<file path="src/rtl/io_shield_input_reader.sv">
// -----------------------------------------------------------------------------
// io_shield_input_reader
//
// Input side of the IO Shield. The block samples the push buttons and DIP
// switches through 2-FF synchronisers, then debounces them on a slow sample
// tick. It reports debounced levels, one-cycle edge pulses and a valid/ready
// stream of button events.
//
// Optional feature macro: IO_INPUT_RELEASE_EVT_EN
//   Defined   : button releases are also queued as events (evt_release = 1).
//   Undefined : only presses are queued and evt_release is tied to 0.
//               The btn_release pulses are generated in both builds.
//
// Parameters
//   N_BTN          number of push buttons
//   N_DIP          number of DIP switches
//   TICK_CYCLES    clk cycles per debounce sample tick (>= 2)
//   STABLE_SAMPLES identical consecutive samples needed to change a level (>= 2)
//
// Ports
//   clk, rst_n   clock and asynchronous active-low reset
//   io_button    raw buttons, active-high, asynchronous
//   io_dip       raw DIP switches, active-high, asynchronous
//   ready        priming done; pulses, events and overflow enabled
//   btn_state    debounced button levels
//   btn_press    one-cycle pulse for each debounced 0->1 button edge
//   btn_release  one-cycle pulse for each debounced 1->0 button edge
//   dip_state    debounced DIP levels
//   dip_changed  one-cycle pulse for each debounced DIP edge
//   evt_valid    event presented
//   evt_ready    consumer accepts the presented event
//   evt_btn      button index of the presented event
//   evt_release  1 = release event (only with IO_INPUT_RELEASE_EVT_EN)
//   evt_overflow sticky flag: an event was dropped
// -----------------------------------------------------------------------------
module io_shield_input_reader #(
  parameter int N_BTN          = 5,
  parameter int N_DIP          = 24,
  parameter int TICK_CYCLES    = 100000,
  parameter int STABLE_SAMPLES = 8,
  localparam int BTN_W         = (N_BTN > 1) ? $clog2(N_BTN) : 1
) (
  input  logic             clk,
  input  logic             rst_n,
  input  logic [N_BTN-1:0] io_button,
  input  logic [N_DIP-1:0] io_dip,
  output logic             ready,
  output logic [N_BTN-1:0] btn_state,
  output logic [N_BTN-1:0] btn_press,
  output logic [N_BTN-1:0] btn_release,
  output logic [N_DIP-1:0] dip_state,
  output logic [N_DIP-1:0] dip_changed,
  output logic             evt_valid,
  input  logic             evt_ready,
  output logic [BTN_W-1:0] evt_btn,
  output logic             evt_release,
  output logic             evt_overflow
);

  localparam int N_IN    = N_BTN + N_DIP;
  localparam int CNT_W   = $clog2(TICK_CYCLES);
  localparam int PRIME_W = $clog2(STABLE_SAMPLES);
  localparam logic [CNT_W-1:0]   TICK_LAST  = CNT_W'(TICK_CYCLES - 1);
  localparam logic [PRIME_W-1:0] PRIME_LAST = PRIME_W'(STABLE_SAMPLES - 1);

  // Buttons occupy the low bits and DIPs the high bits of every per-input
  // vector. One debounce datapath then serves both kinds of input.
  logic [N_IN-1:0] raw;
  logic [N_IN-1:0] sync1;
  logic [N_IN-1:0] sync2;

  assign raw = {io_dip, io_button};

  // Two-flop synchroniser on every raw input bit.
  always_ff @(posedge clk or negedge rst_n) begin
    if (!rst_n) begin
      sync1 <= '0;
      sync2 <= '0;
    end else begin
      sync1 <= raw;
      sync2 <= sync1;
    end
  end

  // Sample-tick prescaler. The tick is high in the cycle the count sits at its
  // last value, and the count wraps in that same cycle.
  logic [CNT_W-1:0] presc;
  logic             tick;

  assign tick = (presc == TICK_LAST);

  always_ff @(posedge clk or negedge rst_n) begin
    if (!rst_n)    presc <= '0;
    else if (tick) presc <= '0;
    else           presc <= presc + CNT_W'(1);
  end

  // Priming: count the first STABLE_SAMPLES ticks. During those ticks the
  // histories fill and levels settle, but edges are not reported. As a result,
  // switches that are already on at reset do not produce events.
  logic [PRIME_W-1:0] prime_cnt;
  logic               primed;

  always_ff @(posedge clk or negedge rst_n) begin
    if (!rst_n) begin
      prime_cnt <= '0;
      primed    <= 1'b0;
    end else if (tick && !primed) begin
      if (prime_cnt == PRIME_LAST) primed <= 1'b1;
      else                         prime_cnt <= prime_cnt + PRIME_W'(1);
    end
  end

  assign ready = primed;

  // Debounce. Each input keeps only its previous STABLE_SAMPLES-1 samples.
  // The window under test is that stored history plus the current sample,
  // which equals the full history after the shift.
  logic [N_IN-1:0][STABLE_SAMPLES-2:0] hist;
  logic [N_IN-1:0][STABLE_SAMPLES-1:0] window;
  logic [N_IN-1:0]                     level;
  logic [N_IN-1:0]                     level_next;
  logic [N_IN-1:0]                     rise;
  logic [N_IN-1:0]                     fall;

  always_comb begin
    window     = '0;
    level_next = level;
    for (int i = 0; i < N_IN; i++) begin
      window[i] = {hist[i], sync2[i]};
      if (&window[i])       level_next[i] = 1'b1;
      else if (~|window[i]) level_next[i] = 1'b0;
    end
  end

  assign rise = level_next & ~level;
  assign fall = level & ~level_next;

  // Histories, levels and edge pulses all update on the tick. A pulse
  // therefore appears in the first cycle in which its new level is visible.
  always_ff @(posedge clk or negedge rst_n) begin
    if (!rst_n) begin
      hist        <= '0;
      level       <= '0;
      btn_press   <= '0;
      btn_release <= '0;
      dip_changed <= '0;
    end else begin
      btn_press   <= '0;
      btn_release <= '0;
      dip_changed <= '0;
      if (tick) begin
        for (int i = 0; i < N_IN; i++) begin
          hist[i] <= window[i][STABLE_SAMPLES-2:0];
        end
        level <= level_next;
        if (primed) begin
          btn_press   <= rise[N_BTN-1:0];
          btn_release <= fall[N_BTN-1:0];
          dip_changed <= rise[N_IN-1:N_BTN] | fall[N_IN-1:N_BTN];
        end
      end
    end
  end

  assign btn_state = level[N_BTN-1:0];
  assign dip_state = level[N_IN-1:N_BTN];

  // Event queue: one pending bit per button (and per release when enabled).
  // Pulses only occur after priming, so pending sets are suppressed while
  // priming without any extra gating.
  logic [N_BTN-1:0] pend_press;
  logic [N_BTN-1:0] cap_press;
  logic [BTN_W-1:0] sel;
  logic             found;
  logic             capture;
  logic             lost;
  logic             evt_valid_q;
  logic [BTN_W-1:0] evt_btn_q;

`ifdef IO_INPUT_RELEASE_EVT_EN
  logic [N_BTN-1:0] pend_rel;
  logic [N_BTN-1:0] cap_rel;
  logic             sel_rel;
  logic             evt_rel_q;

  // Select the lowest pending index. For the same index, a press wins over a
  // release. The scan runs from the top down, so the last match is the winner.
  always_comb begin
    found   = 1'b0;
    sel     = '0;
    sel_rel = 1'b0;
    for (int i = N_BTN - 1; i >= 0; i--) begin
      if (pend_rel[i]) begin
        found   = 1'b1;
        sel     = BTN_W'(i);
        sel_rel = 1'b1;
      end
      if (pend_press[i]) begin
        found   = 1'b1;
        sel     = BTN_W'(i);
        sel_rel = 1'b0;
      end
    end
  end

  always_comb begin
    cap_press = '0;
    cap_rel   = '0;
    for (int i = 0; i < N_BTN; i++) begin
      cap_press[i] = capture && !sel_rel && (sel == BTN_W'(i));
      cap_rel[i]   = capture &&  sel_rel && (sel == BTN_W'(i));
    end
  end

  // A pulse that lands on an already-pending bit, where that bit is not being
  // captured this cycle, loses an event.
  assign lost = |(btn_press & pend_press & ~cap_press) |
                |(btn_release & pend_rel & ~cap_rel);

  // A set in the same cycle as a capture of the same bit keeps the bit pending.
  always_ff @(posedge clk or negedge rst_n) begin
    if (!rst_n) begin
      pend_rel  <= '0;
      evt_rel_q <= 1'b0;
    end else begin
      pend_rel <= (pend_rel & ~cap_rel) | btn_release;
      if (capture) evt_rel_q <= sel_rel;
    end
  end

  assign evt_release = evt_rel_q;
`else
  // Select the lowest pending press index. The scan runs from the top down,
  // so the last match is the winner.
  always_comb begin
    found = 1'b0;
    sel   = '0;
    for (int i = N_BTN - 1; i >= 0; i--) begin
      if (pend_press[i]) begin
        found = 1'b1;
        sel   = BTN_W'(i);
      end
    end
  end

  always_comb begin
    cap_press = '0;
    for (int i = 0; i < N_BTN; i++) begin
      cap_press[i] = capture && (sel == BTN_W'(i));
    end
  end

  assign lost        = |(btn_press & pend_press & ~cap_press);
  assign evt_release = 1'b0;
`endif

  // Capture happens only while nothing is presented. This guarantees at least
  // one idle cycle between events and keeps evt_btn stable while it is shown.
  assign capture = !evt_valid_q && found;

  always_ff @(posedge clk or negedge rst_n) begin
    if (!rst_n) begin
      pend_press   <= '0;
      evt_valid_q  <= 1'b0;
      evt_btn_q    <= '0;
      evt_overflow <= 1'b0;
    end else begin
      pend_press <= (pend_press & ~cap_press) | btn_press;
      if (capture) begin
        evt_valid_q <= 1'b1;
        evt_btn_q   <= sel;
      end else if (evt_valid_q && evt_ready) begin
        evt_valid_q <= 1'b0;
      end
      if (lost) evt_overflow <= 1'b1;
    end
  end

  assign evt_valid = evt_valid_q;
  assign evt_btn   = evt_btn_q;

endmodule

</file>
<file path="config.mk">
export PLATFORM = sky130hd
export DESIGN_NAME = io_shield_input_reader
export DESIGN_NICKNAME = d
export VERILOG_FILES = /design/src/rtl/io_shield_input_reader.sv
export SDC_FILE = /design/constraint.sdc
export NUM_CORES = 1
export LEC_CHECK = 0
export CAP_MARGIN = 20
export CORE_MARGIN = 10
export CORE_UTILIZATION = 37
export DETAILED_ROUTE_END_ITERATION = 8
export GPL_TIMING_DRIVEN = 0
export HOLD_SLACK_MARGIN = 0.03
export PLACE_DENSITY = 0.62
export SYNTH_ARGS = -nofsm -noshare
export SYNTH_HDL_FRONTEND = slang
export SYNTH_SLANG_ARGS = --single-unit
</file>
<file path="constraint.sdc">
create_clock -name clk -period 4.8 [get_ports clk]
set_input_delay 0.96 -clock clk [delete_from_list [all_inputs] [get_ports clk]]
set_output_delay 0.96 -clock clk [all_outputs]
set_load 0.01 [all_outputs]
</file>
Yosys cells after proc, flatten, opt, wreduce, memory -nomap -nowiden
Index checks and enable logic that the tools add are counted.
- bits in read-only memories: 0
- bits in latches: 0
- input port bits: 32
- output and inout bits: 70
- memories: 0
- bits in writable memories: 0
- register bits after elaboration: 355
- logic and storage cells: 211
- equality and inequality tests: 6
- multiplexer cells: 77
- bitwise logic cells: 11
- multiply operators: 0
- shift operators: 0
- reduce and logical (&&, ||, !) cells: 73
- divide/modulo/power cells: 0
- $lt $le $gt $ge: 0
- add/sub/neg operators: 2
- operators by type and width (operator ; count):
    $reduce_and A8 Y1 ; 29
    $reduce_or A8 Y1 ; 29
    $mux W1 ; 65
    $and A29 B29 Y29 ; 2
    $not A29 Y29 ; 2
    $mux W24 ; 2
    $or A24 B24 Y24 ; 1
    $mux W5 ; 4
    $add A17 B1 Y17 const B ; 1
    $eq A17 B17 Y1 const B ; 1
    $mux W17 ; 1
    $and A5 B5 Y5 ; 3
    $mux W3 ; 5
    $logic_and A1 B1 Y1 ; 8
    $eq A3 B2 Y1 const B ; 2
    $eq A3 B3 Y1 const B ; 2
    $not A5 Y5 ; 1
    $or A5 B5 Y5 ; 1
    $reduce_or A5 Y1 ; 1
    $reduce_and A2 Y1 ; 2
    $add A3 B1 Y3 const B ; 1
    $eq A3 B1 Y1 const B ; 1
    $logic_not A3 Y1 ; 1
    $logic_not A1 Y1 ; 2
    other kinds (2) ; 2

Longest topological paths before layout
Gate-level depths: netlist (run 1).
- word-level depth: 10
- depth in mapped cells: 8
- depth with buffers taken out: 5

Worst setup path before layout (run 1)
No wires, ideal clock.
- path kind: flip-flop to flip-flop
- from: register presc[12]
- to: register prime_cnt[1]
- arrival time: 2128 ps
- data required time: 4672 ps
- library setup time: 128 ps
- period minus slack after synthesis: 2255 ps
- stages on the path, launching flop included: 6
- buffers on the path: 1
- setup slack: 2545 ps
- cells stage by stage: dfrtp_1 or4b_4 or4_1 buf_2 nor3_4 mux2_1
- cells in the longest elaborated chain, start to end: 3
- RTL lines (what ; line ; source):
    from (decl) ; 87 ; logic [CNT_W-1:0] presc;
    from (signal assigned) ; 95 ; else presc <= presc + CNT_W'(1);
    $eq A17 B17 Y1 ; 90 ; assign tick = (presc == TICK_LAST);
    $logic_and A1 B1 Y1 ; 108 ; end else if (tick && !primed) begin
    $reduce_and A2 Y1 (no line) ; n/a ;
    to (signal assigned) ; 110 ; else prime_cnt <= prime_cnt + PRIME_W'(1);
    to (decl) ; 101 ; logic [PRIME_W-1:0] prime_cnt;
Every way passes these cells.
A chain may end at the register's enable or synchronous reset.

Worst setup path after layout (run 1)
- from: register presc[12]
- to: register dip_changed[18]
- cells in the longest elaborated chain, start to end: 2
- RTL lines (what ; line ; source):
    $eq A17 B17 Y1 ; 90 ;
    $mux W24 ; 152 ; if (tick) begin
    to (signal assigned) ; 160 ; dip_changed <= rise[N_IN-1:N_BTN] | fall[N_IN-1:N_BTN];
    to (decl) ; 52 ; output logic [N_DIP-1:0] dip_changed,
Every way passes these cells.

==> impl_metrics.yaml, run 1 <==
place:
  place.gp.congestion: 0.778
  portBuffers: 100
  dp_hpwl_um: 20100
  dp_cells: 2014
routing:
  route.detailed.drc: 0
  viasPerCell: 4.93
  wl_per_cell_um: 14.6
  drtAntennaViolNets: 0
  num_vias: 10300
  routed_wl_um: 30500
  firstDrtPassIters: 5
  drt_iter0_drc: 813
clock_tree:
  cts_tree: "built"
  clk_latency_ps: 530
  cts_buffer_depth: 3
  htree_num_levels: 2
  ctsResizeCount: 0
  clk_pin_slew_ps: 60
  cts_root_buffer: "clkbuf_16"
  cts_setup_buffers: 0
  ctsHoldBuffers: 0
  cts_buffers: 39
  cts_sinks: 355
worst_setup_path:
  crit_fanout: 10
  path_cells: "or4b_4 -> nor4_1 -> nand2_1 -> clkbuf_1 -> buf_1 -> nor2_1"
  start_kind: "flop"
  path_class: "reg2reg"
  slowest_delay_ps: 570
  crit_slowest_cell: "or4b_4"
  endpoint_kind: "flop"
  crit_required_ps: 5230
  arrival_ps: 3130
timing:
  post-route-period-util_pct: 56.1
  fmax_mhz: 371
  maxSlewViolCount: 0
  clock_skew_ps: 18.3
  hold_viol: 0
  setup-tns-final_ps: 0
  period_minus_slack_ps: 2690
  finalSetupViolations: 0
  relSlewSlack_pct: 44.6
  fin_hold_ws_ps: 344
  timing_worst_slew_pin_value_ps: 831
  rsz0062_at_grt: "false"
yosys:
  synth_cell_types: 39
  synth_area_per_cell_um2: 9.58
  ys_warn_count: 0
  ys_ff_latch: 355
  synth-seq-area-share_pct: 64.3
  postSynthCellCount: 1443
  netlist_area_mm2: 0.0138
  synth_nets: 1478
power:
  leakage_nw: 8.46
  power_mw: 6.07
  peakVddDrop_uv: 200
  powerDensity_mw_per_mm2: 363
floorplanning:
  start_util_pct: 37.7
  ios: 102
  die_y_um: 213
  fp.coreArea_mm2: 0.0367
  die_x_um: 213
  die-area_mm2: 0.0455
  rows: 70
final_layout:
  drive_gt1_share_pct: 6.63
  finalNetCount: 1622
  antenna_cells: 0
  final_cell_mix: "nand2_1 (627), dfrtp_1 (355), clkdlybuf4s50_1 (99), nor2_1 (85), a21oi_1 (83)"
  finalNonFillerCells: 2081
  layout_commonest_cell: "nand2_1"
  syn_to_final_growth_pct: 21.2
run_status:
  outcome: "complete, no violations"
global_route:
  grt_pass1_wl_um: 50300
  grt_remaining_overflow: 0
  grt_pass1_vias: 9811
  grt_use_total_pct: 13.5
  grt_max_degree: 120
  antenna_found_initial: 0
run:
  cap_violations: 0
worst_hold_path:
  min_path_type: "reg2reg"
## worst max-delay path, delay by kind of cell, from the launching register on
family / cells / cell delay, ps
DFF: 1 / 430
buffers and inverters: 2 / 840
and+or+nand+nor: 4 / 1340
## cell families after synthesis
group	count (synthesis)	synth area share, %
simple gates	898	28.1
flops	355	64.3
compound gates	106	4.03
buf+inv	64	2.21
xor+xnor	13	0.824
fa+ha+maj	3	0.272
mux	3	0.235
other cells	1	0.0271
## final cells by class
class                   count  area [um^2]
flip-flops and latches    355         8880
repair buffers            103         1090
multi-input cells        1024         4630
clock inverters            11          124
clock buffers              56         1130
plain buffers              57          279
well taps                 468          586
inverters                   7         26.3
fillers                  3432        19900
## synth_stat cells (all sizes together)
| master | n | area, um^2 |
|---|---|---|
| or4 | 51 | 383 |
| nor2 | 85 | 319 |
| clkbuf | 12 | 45.0 |
| o41ai | 1 | 8.76 |
| xnor2 | 7 | 61.3 |
| or3 | 1 | 6.26 |
| or4b | 1 | 13.8 |
| nor4 | 19 | 125 |
| and2 | 2 | 12.5 |
| mux2i | 1 | 10.0 |
| ha | 3 | 37.5 |
| nand3 | 9 | 45.0 |
| xor2 | 6 | 52.6 |
| conb | 1 | 3.75 |
| nand4 | 62 | 388 |
| buf | 45 | 234 |
| nand2 | 627 | 2350 |
| mux2 | 2 | 22.5 |
| o31ai | 1 | 7.51 |
| o221ai | 1 | 8.76 |
| nor3 | 30 | 161 |
| a21o | 3 | 22.5 |
| a31oi | 2 | 12.5 |
| and4 | 1 | 8.76 |
| and3 | 6 | 37.5 |
| inv | 7 | 26.3 |
| o21ai | 12 | 60.1 |
| nand4bb | 1 | 11.3 |
| o22ai | 1 | 6.26 |
| or4bb | 1 | 11.3 |
| a21oi | 83 | 415 |
| a22oi | 2 | 15.0 |
| dfrtp | 355 | 8880 |
| nand2b | 2 | 12.5 |
## flip-flops by register name (all words and copies together), names as in the netlist, 3 cells and up
signal / cells
presc: 17
sync2: 29
btn_release: 5
level: 29
sync1: 29
dip_changed: 24
pend_press: 5
hist: 203
prime_cnt: 3
evt_btn: 3
btn_press: 5
## metal layers
layer  global-route usage, %  routed length (um)  up-vias
met5                       0                   0        -
met4                    3.79                 563        0
met3                    2.74                1360       41
met2                    21.5               14300      159
met1                    18.4               14300     4980
li1                        -                   -     5082
## power by group
group / internal (mW) / switching [mW] / total, mW
sequential: 3.02 / 0.0144 / 3.03
combinational: 0.0408 / 0.0743 / 0.115
clock: 1.75 / 1.18 / 2.93
total: 4.81 / 1.26 / 6.07
## through the flow
stage	setup WS [ps]	util [%]	cell area, um^2
3_5_place_dp	2040	42.2	15500
5_1_grt	1860	45.6	16800
6_report	2110	45.6	16800
4_1_cts	2020	45.6	16800
2_1_floorplan	2540	-	13800
3_3_place_gp	-12890	42.0	15400
## worst paths after layout
| check | startpoint | to | slack [ps] | cells past startpoint |
|---|---|---|---|---|
| max | presc[12] | dip_changed[18] | 2110 | 6 |
| min | sync1[1] | sync2[1] | 340 | 0 |
| min reg2reg | sync1[1] | sync2[1] | 340 | 0 |
| max in group asynchronous | rst_n | level[15] | 3170 | 3 |
| min in group asynchronous | rst_n | sync1[1] | 370 | 1 |
| max reg2reg | presc[12] | dip_changed[18] | 2110 | 6 |
Power figures use the tool's default switching activity.
==> inputs of run 2 (changes only) <==
- PLACE_DENSITY: 0.62 -> 0.64
- clock period: 4.8 -> 2.2 ns (I/O delays scaled with it)
==> impl_metrics.yaml, run 2 (synthesized netlist as in run 1, its figures left out) <==
final_layout:
  largest_register_ff_count: 203
  register_area_mm2: 0.00888
  final_cell_mix: "nand2_1 (627), dfrtp_1 (355), clkdlybuf4s50_1 (99), nor2_1 (85), a21oi_1 (83)"
  finalNonFillerCells: 2094
  multi_input_area_mm2: 0.00467
  finalInstanceArea_mm2: 0.0171
  drive_gt1_share_pct: 8.30
  utilization_pct: 46.6
  top_register: "hist"
  fill_cells: 3390
  finalNetCount: 1638
  antenna_cells: 0
  syn_to_final_growth_pct: 23.7
  layout_commonest_cell: "nand2_1"
place:
  place.gp.congestion: 0.812
  place_ws_ps: -692
  portBuffers: 100
  placed_area_mm2: 0.0155
  dp_cells: 2014
  dp_hpwl_um: 20300
timing:
  rsz0062_at_grt: "true"
  timing_worst_slew_pin_value_ps: 666
  fmax_mhz: 453
  finalSetupViolations: 1
  maxSlewViolCount: 0
  relSlewSlack_pct: 55.6
  period_minus_slack_ps: 2210
  finalWorstSetupSlack_ps: -5.80
  hold_viol: 0
  post-route-period-util_pct: 100
  clock_skew_ps: 12.9
power:
  powerDensity_mw_per_mm2: 766
  peakVddDrop_uv: 492
  leakage_nw: 8.62
global_route:
  grt_max_degree: 122
  grt_use_total_pct: 14.1
  grt_pass1_wl_um: 52200
  antenna_found_initial: 0
  grt_remaining_overflow: 0
  grt_pass1_vias: 10300
clock_tree:
  clk_latency_ps: 540
  cts_root_buffer: "clkbuf_16"
  cts_buffer_depth: 3
  htree_num_levels: 2
  cts_sinks: 355
  cts_buffers: 40
  clk_pin_slew_ps: 60
  cts_tree: "built"
routing:
  route.detailed.drc: 0
  viasPerCell: 4.97
  routed_wl_um: 31200
  drtAntennaViolNets: 0
  drt_iter0_drc: 714
  wl_per_cell_um: 14.9
  num_vias: 10400
  firstDrtPassIters: 6
worst_setup_path:
  r2r_start: "presc[8]"
  reg2regPathDepth: 4
  slowest_delay_ps: 600
  start_kind: "flop"
  crit_slowest_cell: "or4_4"
  crit_fanout: 8
  critPathBufInv: 0
  arrival_ps: 2630
  path_class: "reg2reg"
  crit_required_ps: 2620
  cp_top_family: "simple AND/OR/NAND/NOR gates"
  r2r_slack_ps: -6
  path_cells: "or4bb_4 -> or4_4 -> nor3_4 -> mux2_4"
  endpoint_kind: "flop"
  crit_start: "presc[8]"
  r2r_end: "prime_cnt[1]"
run:
  cap_violations: 0
worst_hold_path:
  holdPathStages: 1
  hold_start: "io_button[3]"
  min_path_type: "in2reg"
  min_to: "sync1[3]"
floorplanning:
  die_x_um: 213
  fp.coreArea_mm2: 0.0367
  die-area_mm2: 0.0455
  ios: 102
  die_y_um: 213
  rows: 70
  start_util_pct: 37.7
run_status:
  outcome: "finished, violations left"
  violations: "setup timing"
-- run 2: cell types whose count changed in the layout (fill, tap and decap cells not counted), moves of 3 or more --
cell,previous run,this run
buf_2,40,3
clkbuf_1,22,14
buf_6,1,13
buf_8,1,5
clkbuf_8,5,8
buf_12,0,3
buf_4,2,40
-- run 2: routing by layer --
metal / vias to the layer above / wire length (um) / GRT usage (%)
li1: 5104 / - / -
met1: 5072 / 14200 / 18.4
met2: 183 / 14500 / 22.9
met3: 46 / 1850 / 3.68
met4: 0 / 635 / 3.67
met5: - / 0 / 0
-- run 2: power by group --
group          total, mW  leakage [nW]  switching, mW  internal (mW)
Clock               6.23         0.592           2.56           3.67
Sequential          6.62          4.81         0.0332           6.59
Combinational      0.253          3.22          0.163         0.0900
-- run 2: worst max path at each step --
stage          cells after the start      endpoint  slack [ps]
2_1_floorplan                      5  prime_cnt[1]         -50
3_3_place_gp                       1    evt_btn[1]      -14910
3_5_place_dp                       5     level[23]        -690
4_1_cts                            4  prime_cnt[1]        -100
5_1_grt                            5  prime_cnt[1]         -60
6_report                           4  prime_cnt[1]          -6
-- run 2: final cells by class --
type,count,area share [%]
multi-input combinational,1024,27.3
buffer,55,2.84
inverter,7,0.154
tap,468,3.43
clock inverter,5,0.183
sequential,355,52.0
clock buffer,60,6.89
timing repair buffer,120,7.22
-- run 2: metrics by stage --
stage | total power, mW | hold WS [ps] | TNS, ps
finish | 13.1 | 331 | -5.80
global route | 13.6 | 314 | -1680
CTS | 13.3 | 303 | -1190
detailed placement | 7.00 | 335 | -112480
global placement | 6.99 | 332 | -5380600
floorplan | 6.77 | 144 | -98.3
-- run 2: repair_timing --
| item | CTS | global route |
|---|---|---|
| setup buffers | 13 | 3 |
| setup endpoints to repair | 259 | 260 |
| gates resized for setup | 51 | 52 |
| endpoints found under the hold margin | 41 | 0 |
| hold buffers | 1 | 0 |
| pin swaps | 3 | 3 |
-- run 2: worst register-to-register path, delay by kind of cell, from the launching register on --
family           cells  cell delay (ps)
and+or+nand+nor      3             1370
muxes                1              330
DFF                  1              380
